===== config.mk =====
export PLATFORM = sky130hd
export DESIGN_NAME = quadrature_decoder
export DESIGN_NICKNAME = d
export VERILOG_FILES = /design/src/rtl/quad_pkg.sv /design/src/rtl/quad_debounce.sv /design/src/rtl/quadrature_decoder.sv
export SDC_FILE = /design/constraint.sdc
export NUM_CORES = 1
export LEC_CHECK = 0
export BUFFER_PORTS_ARGS = -buffer_cell sky130_fd_sc_hd__buf_2
export CORE_MARGIN = 2
export CORE_UTILIZATION = 30
export CTS_CLUSTER_DIAMETER = 80
export DETAILED_ROUTE_END_ITERATION = 7
export GPL_ROUTABILITY_DRIVEN = 1
export SYNTH_ARGS = -nofsm -noshare
export SYNTH_HDL_FRONTEND = slang
export SYNTH_SLANG_ARGS = --single-unit

===== constraint.sdc =====
create_clock -name clk -period 2.75 [get_ports clk]
set_input_delay 0 -clock clk [delete_from_list [all_inputs] [get_ports clk]]
set_output_delay 0 -clock clk [all_outputs]
set_load 0.05 [all_outputs]

===== src/rtl/quad_pkg.sv =====
// Shared encodings and the transition decoder for the quadrature encoder front end.
package quad_pkg;

  typedef enum logic {
    ST_INIT = 1'b0,
    ST_RUN  = 1'b1
  } quad_state_e;

  // {a,b} channel codes; forward rotation walks Q00 -> Q10 -> Q11 -> Q01 -> Q00.
  localparam logic [1:0] Q00 = 2'b00;
  localparam logic [1:0] Q10 = 2'b10;
  localparam logic [1:0] Q11 = 2'b11;
  localparam logic [1:0] Q01 = 2'b01;

  localparam logic DIR_UP   = 1'b1;
  localparam logic DIR_DOWN = 1'b0;

  typedef enum logic [1:0] {
    DecNone,
    DecUp,
    DecDown,
    DecErr
  } quad_dec_e;

  function automatic quad_dec_e quad_decode(input logic [1:0] prev, input logic [1:0] cur);
    quad_dec_e  res;
    logic [1:0] fwd;
    case (prev)
      Q00:     fwd = Q10;
      Q10:     fwd = Q11;
      Q11:     fwd = Q01;
      default: fwd = Q00;
    endcase
    if (prev == cur) begin
      res = DecNone;
    end else if ((prev ^ cur) == 2'b11) begin
      res = DecErr;
    end else if (cur == fwd) begin
      res = DecUp;
    end else begin
      res = DecDown;
    end
    return res;
  endfunction

endpackage


===== src/rtl/quad_debounce.sv =====
// One encoder channel: two-flop synchroniser followed by a consecutive-cycle debounce filter.
module quad_debounce #(
  parameter int unsigned DEBOUNCE_CYCLES = 4
) (
  input  logic clk,
  input  logic rst,
  input  logic init,
  input  logic din,
  output logic dout
);

  localparam logic [7:0] CntLast = 8'(DEBOUNCE_CYCLES - 1);

  logic       sync1_q, sync2_q;
  logic       filt_q, filt_d;
  logic [7:0] cnt_q, cnt_d;

  always_comb begin
    filt_d = filt_q;
    cnt_d  = '0;
    if (init) begin
      filt_d = sync2_q;
    end else if (sync2_q != filt_q) begin
      // The Nth consecutive differing sample commits the new level.
      if (cnt_q == CntLast) begin
        filt_d = sync2_q;
      end else begin
        cnt_d = cnt_q + 8'd1;
      end
    end
  end

  always_ff @(posedge clk) begin
    if (rst) begin
      sync1_q <= 1'b0;
      sync2_q <= 1'b0;
      filt_q  <= 1'b0;
      cnt_q   <= '0;
    end else begin
      sync1_q <= din;
      sync2_q <= sync1_q;
      filt_q  <= filt_d;
      cnt_q   <= cnt_d;
    end
  end

  assign dout = filt_q;

endmodule


===== src/rtl/quadrature_decoder.sv =====
// Quadrature encoder decoder: debounced A/B channels into step pulses, direction,
// a wrapping position count and a sticky illegal-transition flag.
module quadrature_decoder
  import quad_pkg::*;
#(
  parameter int unsigned DEBOUNCE_CYCLES = 4,
  parameter int unsigned COUNT_WIDTH     = 8
) (
  input  logic                   clk,
  input  logic                   rst,
  input  logic                   quad_a,
  input  logic                   quad_b,
  input  logic                   clear,
  output logic                   step_enable,
  output logic                   step_direction,
  output logic [COUNT_WIDTH-1:0] position,
  output logic                   quad_error
);

  localparam logic [8:0] InitLast = 9'(DEBOUNCE_CYCLES + 1);

  quad_state_e            state_q, state_d;
  logic [8:0]             init_cnt_q, init_cnt_d;
  logic [1:0]             prev_q, prev_d;
  logic [1:0]             filt;
  logic                   filt_a, filt_b;
  logic                   init;
  logic                   step_q, step_d;
  logic                   dir_q, dir_d;
  logic [COUNT_WIDTH-1:0] pos_q, pos_d;
  logic                   err_q, err_d;

  assign init = (state_q == ST_INIT);
  assign filt = {filt_a, filt_b};

  quad_debounce #(
    .DEBOUNCE_CYCLES(DEBOUNCE_CYCLES)
  ) u_deb_a (
    .clk (clk),
    .rst (rst),
    .init(init),
    .din (quad_a),
    .dout(filt_a)
  );

  quad_debounce #(
    .DEBOUNCE_CYCLES(DEBOUNCE_CYCLES)
  ) u_deb_b (
    .clk (clk),
    .rst (rst),
    .init(init),
    .din (quad_b),
    .dout(filt_b)
  );

  always_comb begin
    state_d    = state_q;
    init_cnt_d = init_cnt_q;
    prev_d     = filt;
    step_d     = 1'b0;
    dir_d      = dir_q;
    pos_d      = pos_q;
    err_d      = err_q;
    case (state_q)
      ST_INIT: begin
        if (init_cnt_q == InitLast) begin
          state_d = ST_RUN;
        end else begin
          init_cnt_d = init_cnt_q + 9'd1;
        end
      end
      ST_RUN: begin
        case (quad_decode(prev_q, filt))
          DecUp: begin
            step_d = 1'b1;
            dir_d  = DIR_UP;
            pos_d  = pos_q + 1'b1;
          end
          DecDown: begin
            step_d = 1'b1;
            dir_d  = DIR_DOWN;
            pos_d  = pos_q - 1'b1;
          end
          DecErr:  err_d = 1'b1;
          default: ;
        endcase
      end
      default: state_d = ST_INIT;
    endcase
    // A same-cycle step is dropped entirely, direction included.
    if (clear) begin
      step_d = 1'b0;
      dir_d  = dir_q;
      pos_d  = '0;
      err_d  = 1'b0;
    end
  end

  always_ff @(posedge clk) begin
    if (rst) begin
      state_q    <= ST_INIT;
      init_cnt_q <= '0;
      prev_q     <= Q00;
      step_q     <= 1'b0;
      dir_q      <= DIR_DOWN;
      pos_q      <= '0;
      err_q      <= 1'b0;
    end else begin
      state_q    <= state_d;
      init_cnt_q <= init_cnt_d;
      prev_q     <= prev_d;
      step_q     <= step_d;
      dir_q      <= dir_d;
      pos_q      <= pos_d;
      err_q      <= err_d;
    end
  end

  assign step_enable    = step_q;
  assign step_direction = dir_q;
  assign position       = pos_q;
  assign quad_error     = err_q;

endmodule


; Yosys cells after proc, flatten, opt, wreduce, memory -nomap -nowiden
; Index checks and enable logic that the tools add are counted.
[classes]
add_sub_neg = 5
mul = 0
n_div = 0
n_lt_le_gt_ge = 0
n_eq_ne = 17
n_shift = 0
muxes = 17
bitwise_logic = 6
n_reduce_logical = 13
[op_table]
columns = operator, count
row1 = "8-bit by 1-bit adder with 8-bit output, second input constant", 3
row2 = "8-bit by 2-bit == test with 1-bit output, second input constant", 2
row3 = 8-bit case mux with 2 select lines, 1
row4 = "2-bit == test, second input constant", 5
row5 = 2-bit 2-to-1 mux, 5
row6 = 2-bit AND reduction, 5
row7 = "9-bit by 1-bit adder with 9-bit output, second input constant", 1
row8 = "9-bit by 3-bit == test with 1-bit output, second input constant", 1
row9 = 1-bit 2-to-1 mux, 9
row10 = "2-bit by 1-bit inequality test with 1-bit output, second input constant", 4
row11 = 4-bit OR reduction, 2
row12 = "8-bit by 1-bit subtractor with 8-bit output, second input constant", 1
row13 = 2-bit case mux with 3 select lines, 1
row14 = 1-bit NOT, 5
row15 = 2-bit == test, 2
row16 = 2-bit OR reduction, 2
row17 = 3-bit AND reduction, 1
row18 = 3-bit OR reduction, 1
row19 = "2-bit by 1-bit == test with 1-bit output, second input constant", 1
row20 = 2-bit logical NOT, 1
row21 = 1-bit inequality test, 2
row22 = 1-bit case mux with 2 select lines, 1
row23 = 2-bit nonzero test, 1
row24 = 2-bit XOR, 1
[word_totals]
regBits = 45
latch_bits = 0
mem_bits_rw = 0
mem_bits_ro = 0
input_bits = 5
output_inout_bits = 11
n_memories = 0

; Logic depth before layout (Yosys ltp)
[depth]
ltp_word = 11
ltp_mapped = 12
ltp_nobuf = 12

; Hierarchy
; From an unflattened synthesis, not the netlist that was laid out.
[unflattened]
hier_cells = 231
area_unflattened_um2 = 2129.5
[by_module_without_submodules]
columns = module, instances, cells_each, area_per_inst_um2
row1 = quadrature_decoder, 1, 137, 1246.2
row2 = quad_debounce, 2, 47, 441.7

; Worst setup path before layout
; No wires, ideal clock.
[synth_timing]
path_type = register to register
startpoint = reg u_deb_b.filt_q, in the netlist u_deb_b.dout
endpoint = reg pos_q[4], in the netlist position[4]
setup_ns = 0.070
arrival_ns = 2.361
t_required_ns = 2.680
slack_ns = 0.319
stages_incl_launch_ff = 13
synth_period_minus_slack_ns = 2.431
path_cell_list = dfxtp_1 xor2_1 inv_1 ha_1 nor2_1 o21ai_4 xnor2_1 ha_1 o31a_1 nor2_1 mux2i_1 or3_1 a21oi_1
[synth_via]
elab_chain_cells = 8
word_cells_on_any_way = 13
classes_between = eq/ne: 5 / mux: 5 / bitwise: 1 / reduce/logical: 2
[synth_lines]
columns = element, line_no
row1 = from (decl), quad_debounce.sv:15  ; logic filt_q, filt_d;
row2 = from (signal assigned), quad_debounce.sv:42  ; filt_q <= filt_d;
row3 = 2-bit == test / 2-bit XOR (equally long branches), "quad_pkg.sv:38, quad_pkg.sv:36"
row4 = 2-bit 2-to-1 mux / 2-bit == test (equally long branches), "quad_pkg.sv:38, quad_pkg.sv:36"
row5 = 2-bit 2-to-1 mux, quad_pkg.sv:36  ; end else if ((prev ^ cur) == 2'b11) begin
row6 = 2-bit 2-to-1 mux (*), quad_pkg.sv:34  ; if (prev == cur) begin
row7 = 2-bit 2-to-1 mux (*), quadrature_decoder.sv:64  ; case (state_q)
row8 = 2-bit == test / 2-bit by 1-bit == test with 1-bit output (equally long branches), quadrature_decoder.sv:73  ; case (quad_decode(prev_q, filt))
row9 = 2-bit nonzero test (no source line), -
row10 = 2-bit AND reduction (no source line), -
row11 = to (signal assigned), quadrature_decoder.sv:114  ; pos_q <= pos_d;
row12 = to (decl), quadrature_decoder.sv:30  ; logic [COUNT_WIDTH-1:0] pos_q, pos_d;
; Mark *: on every way between the ends. The rest lies on a longest branch, timed or not. The select of a mux whose other input is x is not followed.
; A chain may end at the register's enable or synchronous reset.

; Worst setup path in the final report
[layout_timing]
startpoint = reg u_deb_b.filt_q, in the netlist u_deb_b.dout
endpoint = reg pos_q[7], in the netlist position[7]
; Same word-level chain as after synthesis.

==> results.py <==
metrics = {
    "power_and_ir_drop": {
        "peakVddDrop_uv": 223,
        "powerDensity_mw_per_mm2": 570,
        "leakage_nw": 0.950,
    },
    "clocking": {
        "numCtsBuffers": 5,
        "clock_path_buffers": 2,
        "clk_latency_ps": 290,
        "root_buffer": "clkbuf_8",
        "cts_tree": "done",
        "cts.sinks": 45,
        "htreeDepth": 2,
        "path_clk_slew_ps": 80,
        "cts_setup_buffers": 0,
    },
    "logic_synthesis": {
        "synth_fp_nets": 241,
        "ys_seq_area_share_pct": 44.5,
        "synthTopCellsByArea": "dfxtp_1 (44%), xor2_1 (8.6%), nor2_1 (7.6%)",
        "ys_seq_elements": 45,
        "synthesis.instances": 228,
        "synth_warnings": 0,
        "synth_flop_cell": "dfxtp_1",
        "synth.avg_cell_area_um2": 8.88,
        "synth_edf_count": 0,
        "synth-async-reset-ratio_pct": 0,
        "synth_top_cell_by_area": "dfxtp_1",
        "synth_area_mm2": 0.00203,
        "synth.top_cell.area_share_pct": 44.5,
        "synth_cell_types": 36,
    },
    "detailed_routing": {
        "drt_iter0_markers": 44,
        "num_vias": 1529,
        "ant_nets": 0,
        "vias_per_cell": 4.69,
        "drt-pass1-iter-count": 7,
        "wl_um": 3410,
        "wl_per_cell_um": 10.5,
        "route.detailed.drc": 0,
    },
    "layout": {
        "fillers": 665,
        "n_antenna_cell": 0,
        "seq_area_um2": 903,
        "final_common_cell": "dfxtp_1",
        "area_growth_pct": 16.2,
        "drive_gt1_share_pct": 11.6,
        "fin_nets": 261,
        "final_cell_mix": "dfxtp_1 (43), nor2_1 (40), xor2_1 (20)",
        "multi_input_area_mm2": 0.00108,
        "stdcell_count": 326,
    },
    "die": {
        "die_w_um": 86.2,
        "rows": 29,
        "start_util_pct": 31.5,
        "die_h_um": 86.2,
        "dieArea_mm2": 0.00743,
        "core_area_mm2": 0.00642,
        "io_pins": 16,
    },
    "place": {
        "io_buffer_count": 15,
        "post-place-ws_ps": 160,
        "dp_hpwl_um": 2340,
        "dpl.cell_count": 315,
        "routabilityCongestion": 0.801,
    },
    "worst_setup_path": {
        "endpoint": "position[7]",
        "cp_top_family": "compound AO/OA/AOI/OAI gates",
        "timing.rr.end": "position[7]",
        "crit_fanout": 9,
        "cp.depth": 12,
        "r2r_cells": 12,
        "startpoint": "u_deb_b.dout",
        "start_kind": "flop",
        "rrSetupSlack_ps": 250,
        "path_buf_inv": 2,
        "crit_path_end_kind": "flop",
        "critPathArrivalTime_ps": 2730,
        "crit_required_ps": 2970,
        "r2r-start": "u_deb_b.dout",
        "cpMaxStageDelayCell": "dfxtp_2",
        "worstSetupPathType": "flop to flop",
        "crit_chain": "xor2_1, inv_1, ha_1, nor2_2, o21ai_4, inv_1, ha_1, a41oi_1, nor2_1, and3_1, o21a_1, nor3_1",
        "cp_slowest_stage_delay_ps": 390,
    },
    "timing": {
        "tns_ps": 0,
        "drv_slew": 0,
        "slew_headroom_pct": 68.2,
        "worstMarginPinSlew_ps": 478,
        "rsz0062_at_grt": "no",
        "finalCriticalPeriod_ps": 2500,
        "skew_ps": 5.38,
        "hold_viol": 0,
        "hold_slack_ps": 90.7,
        "clock.fmax_ghz": 0.400,
        "min_period_over_period_pct": 90.9,
        "setup_violations": 0,
        "fin_ws_ps": 249,
    },
    "hold_path": {
        "hold_path_class": "input port to flop",
        "hold-path-cell-count": 2,
    },
    "status": {
        "status": "finished clean",
    },
    "flow_run": {
        "drv_cap": 0,
    },
    "global_route": {
        "grt_pass1_vias": 1390,
        "grt_max_degree": 23,
        "grt_usage_pct": 9.89,
        "gr-total-overflow": 0,
        "grt_pass1_wl_um": 5980,
        "antenna_found_initial": 0,
    },
}
power breakdown:
part / internal [mW] / leakage (nW) / switching, mW
combinational: 0.0362 / 0.516 / 0.0416
sequential: 0.665 / 0.365 / 0.0142
clock: 0.361 / 0.0681 / 0.224
total: 1.06 / 0.950 / 0.280
flip-flops by register name, indices dropped and copies added (netlist names):
signal,count
prev_q,2
position,8
u_deb_b.cnt_q,8
init_cnt_q,9
step_enable,1
u_deb_b.sync1_q,1
state_q,1
u_deb_b.sync2_q,1
u_deb_a.sync2_q,1
quad_error,1
u_deb_a.sync1_q,1
u_deb_a.cnt_q,8
u_deb_a.dout,1
step_direction,1
u_deb_b.dout,1
final cells by class:
class	count	area share [%]
inverter	9	1.44
clock buffer	5	2.92
clock inverter	3	2.76
tap	77	4.09
multi-input combinational	169	45.9
sequential	45	38.4
timing repair buffer	18	4.47
logic make-up after synthesis:
family,synth area share (%)
multiplexers,2.47
AND/OR/NAND/NOR,24.6
buffers and inverters,2.59
XOR/XNOR,13.4
adder cells (fa/ha/maj),4.94
flip-flops,44.5
AO/OA/AOI/OAI,7.47
routing by layer:
| metal | wire length, um | GRT usage [%] | up-vias |
|---|---|---|---|
| met5 | 0 | 0 | - |
| met4 | 0 | 2.56 | 0 |
| met3 | 135 | 4.00 | 0 |
| met2 | 1490 | 15.4 | 22 |
| met1 | 1790 | 12.8 | 701 |
| li1 | - | - | 806 |
synth_stat cells, types with 2 or more instances:
cell / instances
xor2_1: 20
and3_1: 6
nor4b_1: 3
nand3_1: 15
mux2i_1: 5
inv_1: 9
ha_1: 8
xnor2_1: 11
nor3_1: 5
o21ai_0: 4
nor2b_1: 8
clkbuf_1: 5
nor4_1: 2
nand2_1: 13
nor2_1: 41
or3_1: 3
a21oi_1: 7
dfxtp_1: 45
how the worst min path moves through the flow:
stage | start | slack, ps | endpoint
floorplan | quad_a | 130 | u_deb_a.sync1_q
global placement | quad_b | 210 | u_deb_b.sync1_q
detailed placement | quad_a | 220 | u_deb_a.sync1_q
CTS | rst | 100 | init_cnt_q[3]
global route | rst | 120 | state_q
finish | rst | 90 | init_cnt_q[3]
through the flow:
step                      cell area [um^2]  power, mW  utilization (%)
final                                 2350       1.34             36.6
after global placement                2180      0.767             33.9
after floorplan                       2030      0.751                -
after CTS                             2340       1.37             36.5
after global routing                  2350       1.40             36.6
after detailed placement              2180      0.769             33.9
worst reg2reg max path: stages, from the launching register on:
cell,delay (ps)
dfxtp_2,390
xor2_1,200
inv_1,70
ha_1,200
nor2_2,160
o21ai_4,150
inv_1,110
ha_1,290
a41oi_1,300
nor2_1,80
and3_1,200
o21a_1,180
nor3_1,110
timing repair:
| action | CTS | global route |
|---|---|---|
| hold endpoints to repair | 4 | 0 |
| endpoints found under the setup margin | 0 | 3 |
| hold buffers | 3 | 0 |
| gates resized for setup | 0 | 4 |
No activity file was read; power rests on OpenSTA's default activity.
